**config.mk**
```make
export PLATFORM = sky130hd
export DESIGN_NAME = sprite_line_fetch
export DESIGN_NICKNAME = d
export VERILOG_FILES = /design/src/rtl/sprite_pkg.sv /design/src/rtl/sprite_addr_calc.sv /design/src/rtl/sprite_line_fetch.sv
export SDC_FILE = /design/constraint.sdc
export NUM_CORES = 1
export LEC_CHECK = 0
export CORE_MARGIN = 2
export CORE_UTILIZATION = 33
export CTS_BUF_LIST = sky130_fd_sc_hd__clkbuf_2 sky130_fd_sc_hd__clkbuf_4 sky130_fd_sc_hd__clkbuf_8
export DETAILED_ROUTE_END_ITERATION = 10
export PLACE_DENSITY = 0.56
export SLEW_MARGIN = 10
export SYNTH_ARGS = -nofsm -noshare
export SYNTH_HDL_FRONTEND = slang
export SYNTH_SLANG_ARGS = --single-unit
```
**constraint.sdc**
```tcl
create_clock -name clk_pixel -period 11.3 [get_ports clk_pixel]
set_input_delay 2.825 -clock clk_pixel [delete_from_list [all_inputs] [get_ports clk_pixel]]
set_output_delay 2.825 -clock clk_pixel [all_outputs]
set_load 0.005 [all_outputs]
```
**src/rtl/sprite_pkg.sv**
```systemverilog
// Shared definitions for the sprite line fetch path: FSM state codes,
// descriptor field positions and the default background address.
package sprite_pkg;

    localparam logic [1:0] ST_IDLE = 2'd0;
    localparam logic [1:0] ST_RUN  = 2'd1;
    localparam logic [1:0] ST_DONE = 2'd2;

    localparam int unsigned DESC_W = 32;

    // Descriptor layout from bit 0 upward: offset, y, x, mirror_x, mirror_y.
    function automatic int unsigned desc_y_lsb(input int unsigned offset_w);
        return offset_w;
    endfunction

    function automatic int unsigned desc_x_lsb(input int unsigned offset_w,
                                               input int unsigned coord_w);
        return offset_w + coord_w;
    endfunction

    function automatic int unsigned desc_mx_bit(input int unsigned offset_w,
                                                input int unsigned coord_w);
        return offset_w + 2 * coord_w;
    endfunction

    function automatic int unsigned desc_my_bit(input int unsigned offset_w,
                                                input int unsigned coord_w);
        return offset_w + 2 * coord_w + 1;
    endfunction

    function automatic int unsigned desc_used_w(input int unsigned offset_w,
                                                input int unsigned coord_w);
        return offset_w + 2 * coord_w + 2;
    endfunction

    function automatic logic [63:0] bg_addr_default(input int unsigned addr_w);
        return (64'd1 << addr_w) - 64'd1;
    endfunction

endpackage

```
**src/rtl/sprite_addr_calc.sv**
```systemverilog
// Combinational sprite pixel address: offset*area + row*width + col, with
// optional mirroring, wrapped modulo 2^ADDR_W.
module sprite_addr_calc
    import sprite_pkg::*;
#(
    parameter int unsigned COORD_W  = 10,
    parameter int unsigned OFFSET_W = 9,
    parameter int unsigned SPRITE_W = 20,
    parameter int unsigned SPRITE_H = 20,
    parameter int unsigned ADDR_W   = 14,
    parameter int unsigned COL_W    = 5
) (
    input  logic [OFFSET_W-1:0] offset,
    input  logic [COORD_W-1:0]  row,
    input  logic [COL_W-1:0]    col,
    input  logic                mirror_x,
    input  logic                mirror_y,
    output logic [ADDR_W-1:0]   addr
);

    localparam logic [ADDR_W-1:0] AREA_A  = ADDR_W'(SPRITE_W * SPRITE_H);
    localparam logic [ADDR_W-1:0] WIDTH_A = ADDR_W'(SPRITE_W);
    localparam logic [ADDR_W-1:0] H_LAST  = ADDR_W'(SPRITE_H - 1);
    localparam logic [ADDR_W-1:0] W_LAST  = ADDR_W'(SPRITE_W - 1);

    logic [ADDR_W-1:0] off_a;
    logic [ADDR_W-1:0] row_a;
    logic [ADDR_W-1:0] col_a;
    logic [ADDR_W-1:0] r_eff;
    logic [ADDR_W-1:0] c_eff;

    // Arithmetic modulo 2^ADDR_W throughout equals truncating the exact result.
    always_comb begin
        off_a = ADDR_W'(offset);
        row_a = ADDR_W'(row);
        col_a = ADDR_W'(col);
        r_eff = mirror_y ? (H_LAST - row_a) : row_a;
        c_eff = mirror_x ? (W_LAST - col_a) : col_a;
        addr  = off_a * AREA_A + r_eff * WIDTH_A + c_eff;
    end

endmodule

```
**src/rtl/sprite_line_fetch.sv**
```systemverilog
// Per-scanline sprite address generator: latches a descriptor on sprite_on and
// streams SPRITE_W sprite-memory addresses on the falling pixel clock edge.
module sprite_line_fetch
    import sprite_pkg::*;
#(
    parameter int unsigned COORD_W  = 10,
    parameter int unsigned OFFSET_W = 9,
    parameter int unsigned SPRITE_W = 20,
    parameter int unsigned SPRITE_H = 20,
    parameter int unsigned ADDR_W   = 14,
    parameter logic [ADDR_W-1:0] BG_ADDR = ADDR_W'(bg_addr_default(ADDR_W))
) (
    input  logic               clk_pixel,
    input  logic               reset_n,
    input  logic [COORD_W-1:0] pixel_y,
    input  logic [31:0]        sprite_datas,
    input  logic               sprite_on,
    output logic [ADDR_W-1:0]  memory_address,
    output logic               addr_valid,
    output logic               counter_finished
);

    localparam int unsigned COL_W  = (SPRITE_W > 1) ? $clog2(SPRITE_W) : 1;
    localparam int unsigned Y_LSB  = desc_y_lsb(OFFSET_W);
    localparam int unsigned MX_BIT = desc_mx_bit(OFFSET_W, COORD_W);
    localparam int unsigned MY_BIT = desc_my_bit(OFFSET_W, COORD_W);
    localparam logic [COL_W-1:0] COL_LAST = COL_W'(SPRITE_W - 1);

    if (desc_used_w(OFFSET_W, COORD_W) > DESC_W) begin : g_desc_chk
        $error("sprite descriptor fields do not fit in 32 bits");
    end
    if (SPRITE_W < 2 || SPRITE_H < 1) begin : g_size_chk
        $error("sprite must be at least 2 pixels wide and 1 line high");
    end

    logic [1:0]          state_q;
    logic [COL_W-1:0]    col_q;
    logic [OFFSET_W-1:0] off_q;
    logic [COORD_W-1:0]  row_q;
    logic                mx_q;
    logic                my_q;

    logic [OFFSET_W-1:0] in_offset;
    logic [COORD_W-1:0]  in_y;
    logic [COORD_W-1:0]  in_row;
    logic                in_mx;
    logic                in_my;
    logic                in_visible;
    logic                unused_desc;

    logic [OFFSET_W-1:0] calc_offset;
    logic [COORD_W-1:0]  calc_row;
    logic [COL_W-1:0]    calc_col;
    logic                calc_mx;
    logic                calc_my;
    logic [ADDR_W-1:0]   calc_addr;

    // The x field and the spare upper bits are carried but never decoded here.
    assign unused_desc = ^sprite_datas;

    always_comb begin
        in_offset  = sprite_datas[OFFSET_W-1:0];
        in_y       = sprite_datas[Y_LSB +: COORD_W];
        in_mx      = sprite_datas[MX_BIT];
        in_my      = sprite_datas[MY_BIT];
        in_row     = pixel_y - in_y;
        in_visible = (pixel_y >= in_y) && (32'(in_row) < SPRITE_H);
    end

    // In IDLE the incoming descriptor drives the calculator so col 0 lands on the start edge.
    always_comb begin
        calc_offset = off_q;
        calc_row    = row_q;
        calc_mx     = mx_q;
        calc_my     = my_q;
        calc_col    = col_q + COL_W'(1);
        if (state_q == ST_IDLE) begin
            calc_offset = in_offset;
            calc_row    = in_row;
            calc_mx     = in_mx;
            calc_my     = in_my;
            calc_col    = '0;
        end
    end

    sprite_addr_calc #(
        .COORD_W  (COORD_W),
        .OFFSET_W (OFFSET_W),
        .SPRITE_W (SPRITE_W),
        .SPRITE_H (SPRITE_H),
        .ADDR_W   (ADDR_W),
        .COL_W    (COL_W)
    ) u_addr_calc (
        .offset   (calc_offset),
        .row      (calc_row),
        .col      (calc_col),
        .mirror_x (calc_mx),
        .mirror_y (calc_my),
        .addr     (calc_addr)
    );

    always_ff @(negedge clk_pixel) begin
        if (state_q == ST_IDLE && sprite_on) begin
            off_q <= in_offset;
            row_q <= in_row;
            mx_q  <= in_mx;
            my_q  <= in_my;
        end
    end

    always_ff @(negedge clk_pixel or negedge reset_n) begin
        if (!reset_n) begin
            state_q          <= ST_IDLE;
            col_q            <= '0;
            memory_address   <= BG_ADDR;
            addr_valid       <= 1'b0;
            counter_finished <= 1'b0;
        end else begin
            case (state_q)
                ST_IDLE: begin
                    col_q            <= '0;
                    memory_address   <= BG_ADDR;
                    addr_valid       <= 1'b0;
                    counter_finished <= 1'b0;
                    if (sprite_on) begin
                        if (in_visible) begin
                            state_q        <= ST_RUN;
                            memory_address <= calc_addr;
                            addr_valid     <= 1'b1;
                        end else begin
                            state_q          <= ST_DONE;
                            counter_finished <= 1'b1;
                        end
                    end
                end
                ST_RUN: begin
                    if (!sprite_on) begin
                        state_q          <= ST_IDLE;
                        col_q            <= '0;
                        memory_address   <= BG_ADDR;
                        addr_valid       <= 1'b0;
                        counter_finished <= 1'b0;
                    end else if (col_q == COL_LAST) begin
                        state_q          <= ST_DONE;
                        col_q            <= '0;
                        memory_address   <= BG_ADDR;
                        addr_valid       <= 1'b0;
                        counter_finished <= 1'b1;
                    end else begin
                        col_q            <= col_q + COL_W'(1);
                        memory_address   <= calc_addr;
                        addr_valid       <= 1'b1;
                        counter_finished <= 1'b0;
                    end
                end
                default: begin
                    state_q          <= ST_IDLE;
                    col_q            <= '0;
                    memory_address   <= BG_ADDR;
                    addr_valid       <= 1'b0;
                    counter_finished <= 1'b0;
                end
            endcase
        end
    end

endmodule

```
# [Word-level counts from Yosys, hierarchy flattened]
# Index checks and enable logic that the tools add are counted.
[word_totals] regBits=44 elab_cells=57 output_inout_bits=16 inputBits=45
[op_classes] n_reduce_logical=4 n_eq_ne=4 mul=2 n_mux=30 add_sub_neg=6 magnitude_cmp=2
[ops] operator="2-to-1 mux 14 bit" count=6
[ops] operator="adder 14 bit" count=2
[ops] operator="case mux 14 bit (2 select lines)" count=1
[ops] operator="2-to-1 mux 5 bit" count=4
[ops] operator="multiplier 14 x 3 -> 12 bit, second input constant" count=1
[ops] operator="subtractor 5 x 10 -> 11 bit, first input constant" count=1
[ops] operator="greater-or-equal comparator 10 bit" count=1
[ops] operator="less-than comparator 10 x 5 -> 1 bit, second input constant" count=1
[ops] operator="multiplier 9 x 5 -> 10 bit, second input constant" count=1
[ops] operator="2-to-1 mux 1 bit" count=10
[ops] operator="2-to-1 mux 10 bit" count=1
[ops] operator="subtractor 10 bit" count=1
[ops] operator="2-to-1 mux 9 bit" count=1
[ops] operator="2-to-1 mux 2 bit" count=4
[ops] operator="subtractor 5 x 5 -> 6 bit, first input constant" count=1
[ops] operator="adder 5 x 1 -> 5 bit, second input constant" count=1
[ops] operator="equality test 5 bit, second input constant" count=1
[ops] operator="case mux 1 bit (2 select lines)" count=2
[ops] operator="case mux 2 bit (2 select lines)" count=1
[ops] operator="inequality test 3 bit, second input constant" count=1
[ops] operator="equality test 2 x 1 -> 1 bit, second input constant" count=1
[ops] operator="logical AND 1 bit" count=2
[ops] operator="logical NOT 2 bit" count=1
[ops] operator="inequality test 2 bit, second input constant" count=1
[ops] operator="AND reduction 2 bit" count=1

# [Logic depth before layout (Yosys ltp)]
[depth] ltp_word=10 ltp_mapped=28 mapped_depth_nobuf=27

# [By module]
# From an unflattened synthesis, not the netlist that was laid out.
[unflattened] cells_unflattened=519 hier_area_um2=4609.4
[by_module_without_submodules] module="sprite_line_fetch" n_inst=1 area_per_inst_um2=2558.7 cells_each=266
[by_module_without_submodules] module="sprite_addr_calc" n_inst=1 area_per_inst_um2=2050.7 cells_each=253

==> flow_metrics.py <==
metrics = {
    "routing": {
        "wirelength_um": 10300,
        "met2_length_um": 5210,
        "drt-initial-drc-count": 120,
        "wl_met3_um": 340,
        "drt_first_pass_iters": 4,
        "routedWlPerCell_um": 12.5,
        "vias": 3835,
        "via_per_inst": 4.63,
        "met1_length_um": 4460,
        "topRoutingLayerUsed": "met4",
        "drc_errors": 0,
        "detail-route-antenna-nets": 0,
    },
    "worst_setup_path": {
        "start_kind": "input port",
        "crit_type": "input port to flop",
        "cp_common_cell": "ha_4",
        "required_ps": 5950,
        "critPathTopFamily": "adder cells",
        "worstPathMaxFanout": 3,
        "slowest_stage": "fa_1",
        "cp.arrival_ps": 7920,
        "rr_worst_depth": 22,
        "max_stage_delay_ps": 550,
        "critPathBufInv": 5,
        "end_kind": "flop",
        "path_depth": 25,
    },
    "die": {
        "rows": 41,
        "core_mm2": 0.0127,
        "num_io_pins": 61,
        "die_h_um": 118,
        "dieArea_mm2": 0.0140,
        "start_util_pct": 34.1,
        "fp.dieW_um": 118,
    },
    "final_layout": {
        "finalNetCount": 774,
        "num_antenna_cells": 0,
        "multi_input_area_mm2": 0.00337,
        "syn_to_final_growth_pct": 58.2,
        "drive_gt1_share_pct": 39.0,
        "regArea_mm2": 0.00122,
        "fillers": 1153,
        "fin_area_mm2": 0.00683,
    },
    "power_and_ir_drop": {
        "p_leak_nw": 3.24,
        "power_per_cell_area_mw_per_mm2": 304,
        "ir_drop_mv": 0.223,
    },
    "cts": {
        "clk_pin_slew_ps": 60,
        "cts.sinks": 44,
        "numCtsBuffers": 5,
        "cts_hold_buf": 0,
        "cts-root-buf": "clkbuf_8",
        "cts_tree": "built",
        "clock_latency_ps": 380,
        "htreeDepth": 2,
        "clk_path_buf_depth": 2,
    },
    "timing": {
        "final_max_slew_viol_count": 0,
        "setup_tns_ps": -10840,
        "worstMarginPinSlew_ps": 986,
        "rsz0062_at_grt": "true",
        "hold_viol_final": 0,
        "setup_ws_ps": -1960,
        "setup_viol": 9,
        "slew_headroom_pct": 34.0,
        "clock_skew_ps": 67.8,
    },
    "synth": {
        "synth_top_cells_by_area": "ha_1 17%, edfxtp_1 15%, dfstp_2 8.5%",
        "muxShareOfSynthArea_pct": 2.32,
        "syn_area_per_cell_um2": 9.61,
        "synth_area_mm2": 0.00432,
        "synth_top_family_by_area": "adder cells",
        "synth_top_cell_area_share_pct": 16.8,
        "ys_types": 61,
        "async_flop_share_pct": 52.3,
        "yosys.area_share.xor_xnor_pct": 9.48,
        "synth_fp_nets": 568,
        "synth-simple-area-share_pct": 14.1,
        "synth_fa_ha_area_share_pct": 24.2,
        "synth_ff_type": "edfxtp_1",
        "synth_compound_area_share_pct": 15.0,
        "ys_seq_elements": 44,
        "synth_top_area_cell": "ha_1",
        "synthCells": 449,
        "yosys_warnings": 0,
        "synth_edf_count": 21,
        "ys_seq_area_share_pct": 28.3,
    },
    "placed_design": {
        "placed_cell_area_mm2": 0.00582,
        "post-dp-hpwl_um": 7800,
        "gp_congestion": 0.849,
        "portBuffers": 49,
    },
    "run_status": {
        "failed_checks": "negative setup slack",
        "status": "finished, violations left",
    },
    "grt": {
        "grt_max_degree": 25,
        "antenna_found_initial": 0,
        "first_global_vias": 4062,
        "grt_pass1_wl_um": 17800,
        "overflow": 0,
        "track_usage_pct": 15.2,
    },
    "worst_hold_path": {
        "min_path_type": "flop to flop",
        "hold_depth": 1,
    },
    "flow_run": {
        "maxCapViolCount": 0,
    },
}
==> where the power goes <==
group | switching, mW | total [mW] | internal (mW) | leakage [nW]
clock network | 0.0908 | 0.198 | 0.107 | 0.255
logic | 0.740 | 1.70 | 0.958 | 2.52
registers | 0.00329 | 0.183 | 0.179 | 0.470
total | 0.834 | 2.08 | 1.24 | 3.24
==> metal layers <==
| metal | vias to the layer above | global-route usage [%] |
|---|---|---|
| li1 | 1951 | - |
| met1 | 1787 | 17.8 |
| met2 | 72 | 27.6 |
| met3 | 25 | 2.03 |
| met4 | 0 | 6.92 |
| met5 | - | 0 |
==> cells in the final DEF, fill, tap and decap left out, drive strengths merged, types with 3 or more instances in the layout <==
cell type / n
a211oi: 6
a21o: 9
a21oi: 21
a31oi: 3
and2: 8
and3: 4
buf: 131
clkbuf: 6
clkdlybuf4s50: 39
dfrtn: 9
dfstp: 14
dlygate4sd2: 4
edfxtp: 21
fa: 16
ha: 58
inv: 95
mux2i: 10
nand2: 39
nand2b: 7
nand3: 6
nor2: 28
nor2b: 5
nor3: 4
nor4b: 4
o211ai: 4
o21a: 6
o21ai: 16
o21bai: 4
or2: 4
or3: 4
xnor2: 22
xnor3: 3
xor2: 17
==> registers in the layout, summed over array words and instances (netlist names) <==
register,cells
my_q,1
state_q,2
counter_finished,1
addr_valid,1
row_q,10
memory_address,14
mx_q,1
off_q,9
col_q,5
==> through the flow <==
| stage | setup slack (ps) | hold WS [ps] | total power, mW | std cells | util, % |
|---|---|---|---|---|---|
| 2_1_floorplan | -1900 | 391 | 1.03 | 449 | - |
| 3_3_place_gp | -2730 | 414 | 1.41 | 758 | 46.0 |
| 6_report | -1960 | 419 | 2.08 | 828 | 53.9 |
| 5_1_grt | -2090 | 438 | 2.26 | 828 | 53.9 |
| 3_5_place_dp | -2900 | 421 | 1.46 | 758 | 46.0 |
| 4_1_cts | -1940 | 421 | 1.87 | 824 | 51.7 |
==> path summary, 6_finish.rpt <==
path                       slack [ps]                      endpoint                    from
hold reg to reg                   420            col_q[0]$_DFF_NN0_      col_q[0]$_DFF_NN0_
max in group asynchronous        2090            col_q[1]$_DFF_NN0_                 reset_n
setup / recovery                -1960  memory_address[13]$_DFF_NN1_              pixel_y[0]
hold / removal                    420            col_q[0]$_DFF_NN0_      col_q[0]$_DFF_NN0_
min in group asynchronous        8580        state_q[1]$_DFFE_NN0P_                 reset_n
setup reg to reg                 5670  memory_address[13]$_DFF_NN1_  state_q[0]$_DFFE_NN0P_
==> cell usage after synthesis (5+ instances only) <==
cell and number:
a211oi_1 5, a21o_1 9, a21oi_1 21, and2_1 6, clkbuf_1 6, dfrtn_1 9, dfstp_2 14, edfxtp_1 21
fa_1 16, ha_1 58, inv_1 61, mux2i_1 10, nand2_1 39, nand2b_1 7, nand3_1 5, nor2_1 28
o21a_1 6, o21ai_0 15, xnor2_1 22, xor2_1 17
==> cells by family (layout without fill, tap and decap cells) <==
logic type | Yosys count | count (layout)
adder cells (fa/ha/maj) | 74 | 74
XOR/XNOR | 42 | 42
AND/OR/NAND/NOR | 119 | 119
AO/OA/AOI/OAI | 88 | 88
multiplexers | 10 | 10
buffers and inverters | 72 | 279
flip-flops | 44 | 44
==> timing repair <==
item                                    CTS  global route
buffers inserted                         25             9
endpoints found under the setup margin   16            10
gates resized for setup                  91            47
pin swaps                                54            58
==> final cells by class <==
type	count	share of cell area, %
timing repair buffer	176	22.0
sequential	44	17.9
clock buffer	6	1.12
tap	172	3.15
multi-input combinational	333	49.4
clock inverter	37	2.80
inverter	60	3.55
(Power assumes the default switching activity.)
